--- src/rtl/sa2x2_ctrl_if.sv ---
// Host-side bundle for the sa2x2 job controller: weight config, activation stream, result stream.
// Latency: wiring only, no storage.
// Backpressure: cfg and input use ready/valid into the controller; results use ready/valid out of it.
interface sa2x2_ctrl_if #(
  parameter int DATA_W = 8
);
  logic                  cfg_valid;
  logic                  cfg_ready;
  logic [4*DATA_W-1:0]   cfg_w;
  logic                  in_valid;
  logic                  in_ready;
  logic [2*DATA_W-1:0]   in_x;
  logic                  in_last;
  logic                  out_valid;
  logic                  out_ready;
  logic [2*DATA_W-1:0]   out_y;
  logic                  out_last;
  logic                  busy;

  // Host side: offers config and activations, consumes results.
  modport master (
    output cfg_valid, cfg_w, in_valid, in_x, in_last, out_ready,
    input  cfg_ready, in_ready, out_valid, out_y, out_last, busy
  );

  // Controller side.
  modport slave (
    input  cfg_valid, cfg_w, in_valid, in_x, in_last, out_ready,
    output cfg_ready, in_ready, out_valid, out_y, out_last, busy
  );
endinterface

--- src/rtl/sa2x2_ctrl.sv ---
// Job controller for the 2x2 weight-stationary systolic array: load weights, skew activations in, deskew results out.
// Latency: vector accepted in cycle c appears on out_y no earlier than cycle c+5; one vector per cycle.
// Backpressure: in_ready is a credit check (FIFO occupancy + vectors in flight < depth), so the result FIFO never overflows.
module sa2x2_ctrl #(
  parameter int DATA_W     = 8,
  parameter int FIFO_DEPTH = 8
) (
  input  logic              clk,
  input  logic              rst,
  sa2x2_ctrl_if.slave       host,
  output logic              sa_clear,
  output logic              sa_weight_load,
  output logic [DATA_W-1:0] sa_w11,
  output logic [DATA_W-1:0] sa_w12,
  output logic [DATA_W-1:0] sa_w21,
  output logic [DATA_W-1:0] sa_w22,
  output logic [DATA_W-1:0] sa_act_in1,
  output logic [DATA_W-1:0] sa_act_in2,
  output logic [DATA_W-1:0] sa_psum_in1,
  output logic [DATA_W-1:0] sa_psum_in2,
  input  logic [DATA_W-1:0] sa_psum_out1,
  input  logic [DATA_W-1:0] sa_psum_out2
);

  localparam int AW = $clog2(FIFO_DEPTH);
  localparam int CW = AW + 1;

  typedef enum logic [2:0] {IDLE, CLEAR, LOAD, STREAM, DRAIN} state_t;

  state_t              state;

  // Bit i set: a vector accepted i+1 cycles ago is still travelling through the array.
  logic [3:0]          vld_sr;
  logic [3:0]          last_sr;
  logic [2:0]          inflight;
  logic [DATA_W-1:0]   x2_q;
  logic [DATA_W-1:0]   y1_q;

  logic [2*DATA_W:0]   mem [FIFO_DEPTH];
  logic [AW-1:0]       wr_ptr;
  logic [AW-1:0]       rd_ptr;
  logic [CW-1:0]       fifo_count;
  logic [CW:0]         used;
  logic [2*DATA_W:0]   head;

  logic                in_ready;
  logic                accept;
  logic                cfg_hs;
  logic                push;
  logic                pop;
  logic                out_valid;

  // Count vectors still inside the array pipeline.
  always_comb begin
    inflight = '0;
    for (int i = 0; i < 4; i++) begin
      inflight = inflight + {2'b00, vld_sr[i]};
    end
  end

  assign used      = {1'b0, fifo_count} + {{(CW-2){1'b0}}, inflight};
  assign in_ready  = (state == STREAM) && (used < (CW+1)'(FIFO_DEPTH));
  assign accept    = host.in_valid && in_ready;
  assign cfg_hs    = host.cfg_valid && (state == IDLE);
  // The result of a vector is complete once it reaches the last skew stage.
  assign push      = vld_sr[3];
  assign out_valid = (fifo_count != '0);
  assign pop       = out_valid && host.out_ready;
  assign head      = mem[rd_ptr];

  assign host.cfg_ready = (state == IDLE);
  assign host.in_ready  = in_ready;
  assign host.out_valid = out_valid;
  assign host.out_y     = out_valid ? head[2*DATA_W-1:0] : '0;
  assign host.out_last  = out_valid ? head[2*DATA_W] : 1'b0;
  assign host.busy      = (state != IDLE) || out_valid;

  // Top-of-column partial sums are always zero: each job computes a fresh product.
  assign sa_psum_in1 = '0;
  assign sa_psum_in2 = '0;

  // Job sequencing: latch weights, one-cycle clear, one-cycle load, stream, then drain the pipeline.
  always_ff @(posedge clk) begin
    if (rst) begin
      state          <= IDLE;
      sa_clear       <= 1'b0;
      sa_weight_load <= 1'b0;
      sa_w11         <= '0;
      sa_w12         <= '0;
      sa_w21         <= '0;
      sa_w22         <= '0;
    end else begin
      case (state)
        IDLE: begin
          if (cfg_hs) begin
            sa_w11   <= host.cfg_w[DATA_W-1:0];
            sa_w12   <= host.cfg_w[2*DATA_W-1:DATA_W];
            sa_w21   <= host.cfg_w[3*DATA_W-1:2*DATA_W];
            sa_w22   <= host.cfg_w[4*DATA_W-1:3*DATA_W];
            sa_clear <= 1'b1;
            state    <= CLEAR;
          end
        end
        CLEAR: begin
          sa_clear       <= 1'b0;
          sa_weight_load <= 1'b1;
          state          <= LOAD;
        end
        LOAD: begin
          sa_weight_load <= 1'b0;
          state          <= STREAM;
        end
        STREAM: begin
          if (accept && host.in_last) begin
            state <= DRAIN;
          end
        end
        DRAIN: begin
          if (inflight == '0) begin
            state <= IDLE;
          end
        end
        default: state <= IDLE;
      endcase
    end
  end

  // Row skew on the way in, column deskew on the way out: x1 at c+1, x2 at c+2, y1 held from c+3 to pair with y2 at c+4.
  always_ff @(posedge clk) begin
    if (rst) begin
      vld_sr     <= '0;
      last_sr    <= '0;
      sa_act_in1 <= '0;
      sa_act_in2 <= '0;
      x2_q       <= '0;
      y1_q       <= '0;
    end else begin
      vld_sr     <= {vld_sr[2:0], accept};
      last_sr    <= {last_sr[2:0], accept && host.in_last};
      sa_act_in1 <= accept ? host.in_x[DATA_W-1:0] : '0;
      sa_act_in2 <= vld_sr[0] ? x2_q : '0;
      if (accept) begin
        x2_q <= host.in_x[2*DATA_W-1:DATA_W];
      end
      if (vld_sr[2]) begin
        y1_q <= sa_psum_out1;
      end
    end
  end

  // Result storage; contents need no reset because occupancy gates every read.
  always_ff @(posedge clk) begin
    if (!rst && push) begin
      mem[wr_ptr] <= {last_sr[3], sa_psum_out2, y1_q};
    end
  end

  // Result FIFO pointers and occupancy; simultaneous push and pop leave the count unchanged.
  always_ff @(posedge clk) begin
    if (rst) begin
      wr_ptr     <= '0;
      rd_ptr     <= '0;
      fifo_count <= '0;
    end else begin
      if (push) begin
        wr_ptr <= wr_ptr + 1'b1;
      end
      if (pop) begin
        rd_ptr <= rd_ptr + 1'b1;
      end
      case ({push, pop})
        2'b10:   fifo_count <= fifo_count + 1'b1;
        2'b01:   fifo_count <= fifo_count - 1'b1;
        default: fifo_count <= fifo_count;
      endcase
    end
  end

endmodule

--- src/flat_wrapper.sv ---
// flat-port wrapper written by rule: the top's interface ports become plain ports
module sa2x2_ctrl_flat 
#(
  parameter int DATA_W     = 8,
  parameter int FIFO_DEPTH = 8
)
  (clk, rst, sa_clear, sa_weight_load, sa_w11, sa_w12, sa_w21, sa_w22, sa_act_in1, sa_act_in2, sa_psum_in1, sa_psum_in2, sa_psum_out1, sa_psum_out2, host_cfg_valid, host_cfg_w, host_in_valid, host_in_x, host_in_last, host_out_ready, host_cfg_ready, host_in_ready, host_out_valid, host_out_y, host_out_last, host_busy);
  sa2x2_ctrl_if #(.DATA_W(DATA_W)) host_i ();
  input  logic clk;
  input  logic rst;
  output logic sa_clear;
  output logic sa_weight_load;
  output logic [DATA_W-1:0] sa_w11;
  output logic [DATA_W-1:0] sa_w12;
  output logic [DATA_W-1:0] sa_w21;
  output logic [DATA_W-1:0] sa_w22;
  output logic [DATA_W-1:0] sa_act_in1;
  output logic [DATA_W-1:0] sa_act_in2;
  output logic [DATA_W-1:0] sa_psum_in1;
  output logic [DATA_W-1:0] sa_psum_in2;
  input  logic [DATA_W-1:0] sa_psum_out1;
  input  logic [DATA_W-1:0] sa_psum_out2;
  input wire logic [$bits(host_i.cfg_valid)-1:0] host_cfg_valid;
  input wire logic [$bits(host_i.cfg_w)-1:0] host_cfg_w;
  input wire logic [$bits(host_i.in_valid)-1:0] host_in_valid;
  input wire logic [$bits(host_i.in_x)-1:0] host_in_x;
  input wire logic [$bits(host_i.in_last)-1:0] host_in_last;
  input wire logic [$bits(host_i.out_ready)-1:0] host_out_ready;
  output wire logic [$bits(host_i.cfg_ready)-1:0] host_cfg_ready;
  output wire logic [$bits(host_i.in_ready)-1:0] host_in_ready;
  output wire logic [$bits(host_i.out_valid)-1:0] host_out_valid;
  output wire logic [$bits(host_i.out_y)-1:0] host_out_y;
  output wire logic [$bits(host_i.out_last)-1:0] host_out_last;
  output wire logic [$bits(host_i.busy)-1:0] host_busy;
  assign host_i.cfg_valid = host_cfg_valid;
  assign host_i.cfg_w = host_cfg_w;
  assign host_i.in_valid = host_in_valid;
  assign host_i.in_x = host_in_x;
  assign host_i.in_last = host_in_last;
  assign host_i.out_ready = host_out_ready;
  assign host_cfg_ready = host_i.cfg_ready;
  assign host_in_ready = host_i.in_ready;
  assign host_out_valid = host_i.out_valid;
  assign host_out_y = host_i.out_y;
  assign host_out_last = host_i.out_last;
  assign host_busy = host_i.busy;
  sa2x2_ctrl #(.DATA_W(DATA_W), .FIFO_DEPTH(FIFO_DEPTH)) u_core (.clk(clk), .rst(rst), .host(host_i), .sa_clear(sa_clear), .sa_weight_load(sa_weight_load), .sa_w11(sa_w11), .sa_w12(sa_w12), .sa_w21(sa_w21), .sa_w22(sa_w22), .sa_act_in1(sa_act_in1), .sa_act_in2(sa_act_in2), .sa_psum_in1(sa_psum_in1), .sa_psum_in2(sa_psum_in2), .sa_psum_out1(sa_psum_out1), .sa_psum_out2(sa_psum_out2));
endmodule
--- config.mk ---
export PLATFORM = sky130hd
export DESIGN_NAME = sa2x2_ctrl_flat
export DESIGN_NICKNAME = d
export VERILOG_FILES = /design/src/rtl/sa2x2_ctrl_if.sv /design/src/rtl/sa2x2_ctrl.sv /design/src/flat_wrapper.sv
export SDC_FILE = /design/constraint.sdc
export NUM_CORES = 1
export LEC_CHECK = 0
export BUFFER_PORTS_ARGS = -buffer_cell sky130_fd_sc_hd__buf_2
export CAP_MARGIN = 20
export CORE_MARGIN = 2
export CORE_UTILIZATION = 55
export CTS_CLUSTER_DIAMETER = 60
export DETAILED_ROUTE_END_ITERATION = 7
export PLACE_DENSITY = 0.87
export RECOVER_POWER = 100
export SLEW_MARGIN = 5
export SYNTH_ARGS = -nofsm -noshare
export SYNTH_HDL_FRONTEND = slang
export SYNTH_SLANG_ARGS = --single-unit
--- constraint.sdc ---
create_clock -name clk -period 6.76 [get_ports clk]
set_clock_uncertainty 0.15 [all_clocks]
set_input_delay 0.338 -clock clk [delete_from_list [all_inputs] [get_ports clk]]
set_output_delay 0.338 -clock clk [all_outputs]
set_load 0.01 [all_outputs]
# Word level (Yosys, flattened, before mapping)

Memory sizes are Yosys's and may differ from the RTL's. A register that Yosys moved wholly into a read port is not among the register bits.
Cells that the tools add are included.

Bits in registers: 87
Memory bits (writable): 136
Memories: 1

Memory list:

| memory     | depth | width | rd ports | clocked after memory_dff | write ports | RTL line         | source |
|---|---|---|---|---|---|---|---|
| u_core.mem | 8     | 17    | 1        | 1                        | 1           | sa2x2_ctrl.sv:39 | `logic [2*DATA_W:0] mem [FIFO_DEPTH];` |

$add $sub $neg: 8
$lt $le $gt $ge: 1
Eq/ne operators: 9
Muxes and demuxes: 14
Bitwise operators: 2
Reduce and logical (&&, ||, !) cells: 20

Operators by type and width:

| cell                                                        | number |
|---|---|
| two-way mux 16 bit                                          | 1 |
| two-way mux 3 bit                                           | 5 |
| one-hot mux 3 bit (5 select lines)                          | 1 |
| one-hot mux 4 bit (2 select lines)                          | 1 |
| adder 3 x 1 -> 3 bit                                        | 2 |
| adder 3 x 1 -> 3 bit (second input constant)                | 2 |
| equality test 3 x 2 -> 1 bit (second input constant)        | 2 |
| logical AND 1 bit                                           | 6 |
| logical NOT 3 bit                                           | 2 |
| nonzero test 2 bit                                          | 3 |
| adder 4 x 3 -> 5 bit                                        | 1 |
| less-than comparator 5 x 4 -> 1 bit (second input constant) | 1 |
| adder 4 x 1 -> 4 bit (second input constant)                | 1 |
| two-way mux 1 bit                                           | 4 |
| != test 2 x 1 -> 1 bit (second input constant)              | 2 |
| one-hot mux 1 bit (2 select lines)                          | 2 |
| AND reduction 2 bit                                         | 2 |
| nonzero test 4 bit                                          | 1 |
| OR reduction 2 bit                                          | 2 |
| subtractor 4 x 1 -> 4 bit (second input constant)           | 1 |
| equality test 3 x 1 -> 1 bit (second input constant)        | 1 |
| equality test 3 bit (second input constant)                 | 1 |
| AND reduction 3 bit                                         | 1 |
| nonzero test 3 bit                                          | 1 |
| other kinds (7)                                             | 8 |

# Depth between registers and ports, before layout

Word-level depth: 10
Gate-level depth with buffers: 11
Depth with buffers taken out: 10

# Least setup slack after synthesis

No wires, ideal clock.

Kind: register to output
Start: register u_core.vld_sr[2]
End: output host_in_ready
Arrival time: 2.756 ns
Data required time: 6.272 ns
Setup slack: 3.516 ns
Stages on the path, launching flop included: 11
Cell sequence: dfxtp_1 > clkbuf_1 > inv_1 > fa_1 > inv_1 > ha_1 > ha_1 > and3b_1 > o21a_1 > buf_2 > nor4_1

Word-level cells in the longest chain between the ends: 5

RTL lines:

| what                                | RTL line           | source |
|---|---|---|
| from (decl)                         | sa2x2_ctrl.sv:33   | `logic [3:0] vld_sr;` |
| from (signal assigned)              | sa2x2_ctrl.sv:138  | `vld_sr <= {vld_sr[2:0], accept};` |
| adder 3 x 1 -> 3 bit (2 in series)  | sa2x2_ctrl.sv:57   | `inflight = inflight + {2'b00, vld_sr[i]};` |
| adder 4 x 3 -> 5 bit                | sa2x2_ctrl.sv:61   | `assign used = {1'b0, fifo_count} + {{(CW-2){1'b0}}, inflight};` |
| less-than comparator 5 x 4 -> 1 bit | sa2x2_ctrl.sv:62   | `assign in_ready = (state == STREAM) && (used < (CW+1)'(FIFO_DEPTH));` |
| logical AND 1 bit                   | sa2x2_ctrl.sv:62   |  |
| to (decl)                           | flat_wrapper.sv:30 | `output wire logic [$bits(host_i.in_ready)-1:0] host_in_ready;` |

Every way passes these cells.

# Final worst setup path

Start: input rst
End: memory u_core.mem[4][14] (netlist bit) (enable)

Word-level cells in the longest chain between the ends: 4

RTL lines:

| what                                    | RTL line           | source |
|---|---|---|
| from (decl)                             | flat_wrapper.sv:10 | `input logic rst;` |
| logical NOT 1 bit                       | sa2x2_ctrl.sv:153  | `if (!rst && push) begin` |
| logical AND 1 bit                       | sa2x2_ctrl.sv:153  |  |
| two-way mux 1 bit                       | sa2x2_ctrl.sv:153  |  |
| two-way mux 1 bit (not written as such) | sa2x2_ctrl.sv:154  | `mem[wr_ptr] <= {last_sr[3], sa_psum_out2, y1_q};` |
| to (decl)                               | sa2x2_ctrl.sv:39   |  |

Every way passes these cells.

==> metrics.md <==
| Metric | Value |
|---|---|
| Hold endpoint | `u_core.y1_q[7]` |
| Start of the worst register-to-register path | `u_core.vld_sr[2]` |
| Worst Path Class, Setup | `in -> reg` |
| Clock sink total | `between 200 and 250` |
| Number of library cell types mapped by synthesis | `between 40 and 50` |
| Number of failing setup endpoints in the final timing report | `0` |
| Total iterations of the first detailed-routing run | `5` |
| Violation count after the first detailed-routing iteration | `383` |
| Reg-to-Reg End | `u_core.sa_act_in1[0]` |
| Cell depth of the worst hold path | `3` |
| Clock-pin slew on the worst setup and hold paths | `about 0.06 ns` |
| Proportion of synthesized flip-flops having asynchronous set or reset | `0%` |
| Post-Synthesis Mean Instance Area | `~14 um^2` |
| Number of H-tree levels | `1` |
| Insertion delay to the later sink of the worst-skew pair | `0.50 ns` |
| Synthesized area | `8600 um^2` |
| Relative area change from synthesis to final layout | `23.5%` |
| Vias per inst | `5.55` |
| TritonCTS clock tree | `built` |
| DRC violations left | `0` |
| Final number of hold-violating endpoints | `0` |
| Met2 layer wire length in the routed design | `11.0 mm` |
| Routed via count | `5713` |
| Total clock buffers created by CTS | `23` |
| Post-route minimum period | `between 4 and 5 ns` |
| Clock root buffer | `clkbuf_16` |
| Core area | `15300 um^2` |
| Leakage power | `0.00367 uW` |
| Fin nets | `~900` |
| WP data required | `6.65 ns` |
| Detailed-route wire length on metal 1 | `7.86 mm` |
| Total power divided by cell area | `around 270 nW/um^2` |
| Cell row count | `45` |
| Max Fclk | `approximately 210 MHz` |
| Transition time at the pin with the least slew margin | `around 3.3 ns` |
| Post-detailed-route count of antenna-violating nets | `0` |
| Top_reg_cell synth | `edfxtp_1` |
| Number of ports placed on the die boundary | `157` |
| Setup slack on the worst flop-to-flop path | `3.39 ns` |
| Post-route cell area | `10600 um^2` |
| Met3 layer wire length in the routed design | `1.59 mm` |
| Via count of the first global-routing pass | `5796` |
| Pin count of the biggest net entering global routing | `78` |
| Most common cell after layout, fill and taps aside | `edfxtp_1` |
| Length in cells of the worst reg-to-reg path | `9` |
| Starting density of the core | `around 56%` |
| Result of the run | `finished with violations` |
| Final HPWL from detailed placement | `11.8 mm` |
| Setup TNS | `0 ns` |
| Clock Path Buffers | `3` |
| Ratio of final minimum period to clock period | `a little under 70%` |
| Routed length per instance | `between 20 and 25 um` |
| Max-cap violations | `1` |
| Max-Slew Margin vs Limit | `-120%` |
| Last weighted congestion value of the routability-driven placer | `0.871` |
| Mapped Cells | `601` |
| Final Routed Wirelength | `21.1 mm` |
| Unrepaired setup endpoints after global routing | `false` |
| First-pass GRT wire length | `31.6 mm` |
| Topmost layer with routed signal wires | `met4` |
| Total Power Consumption | `2820 uW` |
| Total track usage | `25.2%` |
| Number of enable-type register cells in the synthesized netlist | `between 100 and 150` |
| Area contributors post-synth | `edfxtp_1, dfxtp_1, mux4_2` |
| Post-synthesis register bit count | `226` |
| Most frequent cells in the layout | `edfxtp_1, clkbuf_1, dfxtp_1, nand2_1, buf_2` |
| Die outline height | `roughly 130 um` |
| Overflow after GRT | `0` |
| CP Data Arrival Time | `4.56 ns` |
| Post-synthesis sequential area ratio | `68.4%` |
| Failing checks | `max-capacitance violations, max-slew violations` |
| Hold slack final | `0.0229 ns` |
| Cell type with the largest total area after synthesis | `edfxtp_1` |
| Startpoint of the most critical hold path | `sa_psum_out1[7]` |
| Final number of max-transition violations | `between 70 and 80` |
| Antenna violations before repair | `0` |
| Worst hold path class | `in -> reg` |
| Buffers on Ports | `140` |
| DP Area | `9440 um^2` |
| Width of the chip | `129 um` |
| Layout cells sized above 1 | `17.0%` |
| Area share of the leading cell type in the synthesized netlist | `a little under half` |
| Post-cts resize count | `0` |
| Max rail drop VDD | `0.199 mV` |
| Element type at the critical path end | `register` |
| Synth Warn # | `0` |
| Die Outline Area | `approximately 17000 um^2` |
| Critical path peak fanout | `77` |
| Worst setup SP type | `input port` |
| Number of diodes | `0` |
==> state kept, by name, indices dropped and copies added, names as in the netlist, named ones only <==
| signal | flops |
|---|---|
| u_core.y1_q | 8 |
| u_core.fifo_count | 4 |
| u_core.vld_sr | 4 |
| u_core.last_sr | 4 |
| u_core.x2_q | 8 |
| u_core.wr_ptr | 3 |
| u_core.sa_clear | 1 |
| u_core.state | 3 |
| u_core.sa_w21 | 8 |
| u_core.sa_w22 | 8 |
| u_core.rd_ptr | 3 |
| u_core.sa_w11 | 8 |
| u_core.sa_act_in1 | 8 |
| u_core.sa_act_in2 | 8 |
| u_core.mem | 136 |
| u_core.sa_weight_load | 1 |
| u_core.sa_w12 | 8 |
==> timing repair <==
action | 4_1_cts | 5_1_grt
endpoints found under the setup margin | 0 | 0
endpoints found under the hold margin | 114 | 1
hold buffers | 58 | 1
setup buffers | 0 | 0
==> per-stage QoR <==
| step | std cells | utilization, % | setup slack, ns |
|---|---|---|---|
| finish | 1030 | 69.6 | 2.09 |
| global route | 1030 | 69.6 | 1.72 |
| CTS | 1025 | 70.3 | 2.84 |
| detailed placement | 926 | 61.8 | 3.46 |
| global placement | 926 | 61.8 | 3.51 |
| floorplan | 616 | - | 3.52 |
==> layer usage <==
layer / GRT usage (%) / vias up
met5: 0 / -
met4: 8.63 / 0
met3: 4.91 / 47
met2: 45.6 / 314
met1: 30.5 / 2800
li1: - / 2552
==> cell usage after synthesis (2+ instances only) <==
| cell | n |
|---|---|
| xor2_1 | 4 |
| fa_1 | 2 |
| buf_2 | 4 |
| nor4_1 | 3 |
| nor2b_1 | 5 |
| or3b_1 | 3 |
| nor3b_1 | 8 |
| dfxtp_1 | 90 |
| clkbuf_1 | 25 |
| nand2_1 | 73 |
| edfxtp_1 | 136 |
| a21oi_1 | 49 |
| mux2i_1 | 27 |
| buf_1 | 2 |
| nor2_1 | 51 |
| nand3_1 | 3 |
| a2111oi_0 | 2 |
| buf_4 | 16 |
| nand2b_1 | 3 |
| buf_6 | 3 |
| ha_1 | 9 |
| or3b_2 | 5 |
| mux4_2 | 34 |
| o21ai_0 | 9 |
| inv_1 | 10 |
| and2_1 | 10 |
==> worst max-delay path by stage <==
stage | slack (ns) | to | depth (start not counted) | start
2_1_floorplan | 3.52 | host_in_ready | 10 | u_core.vld_sr[2]
3_3_place_gp | 3.51 | host_in_ready | 9 | u_core.vld_sr[2]
3_5_place_dp | 3.46 | host_in_ready | 9 | u_core.vld_sr[2]
4_1_cts | 2.84 | host_in_ready | 9 | u_core.vld_sr[2]
5_1_grt | 1.72 | u_core.mem[4][14] | 7 | rst
6_report | 2.09 | u_core.mem[4][14] | 7 | rst
==> final cells by class <==
class / count / area (um^2)
clock inverter: 13 / 111
sequential: 226 / 5890
tap: 211 / 264
fill: 990 / 4640
timing repair buffer: 212 / 1270
inverter: 10 / 37.5
multi-input combinational: 330 / 2450
clock buffer: 28 / 594
==> power by group <==
group / internal, uW / leakage, uW / total (uW) / switching (uW)
combinational: 62.2 / 0.00135 / 143 / 81.2
clock: 700 / 0.000347 / 1190 / 495
sequential: 1470 / 0.00197 / 1480 / 12.1
==> critical path: stages <==
cell           delay, ns
dlygate4sd3_1       0.54
clkbuf_1            0.35
clkbuf_1            2.36
nor2_1              0.12
nand2_1             0.23
nor2_1              0.05
clkbuf_1            0.53
==> logic make-up after synthesis <==
| logic type | Yosys count | share of synthesized area [%] |
|---|---|---|
| and+or+nand+nor | 173 | 9.65 |
| buffers and inverters | 60 | 3.64 |
| AOI/OAI and AO/OA | 64 | 3.91 |
| DFF | 226 | 68.4 |
| xor gates and xnor gates | 5 | 0.509 |
| muxes | 61 | 12.0 |
| adders and majority gates | 11 | 1.77 |
| other | 1 | 0.0436 |
(Power assumes the default switching activity.)
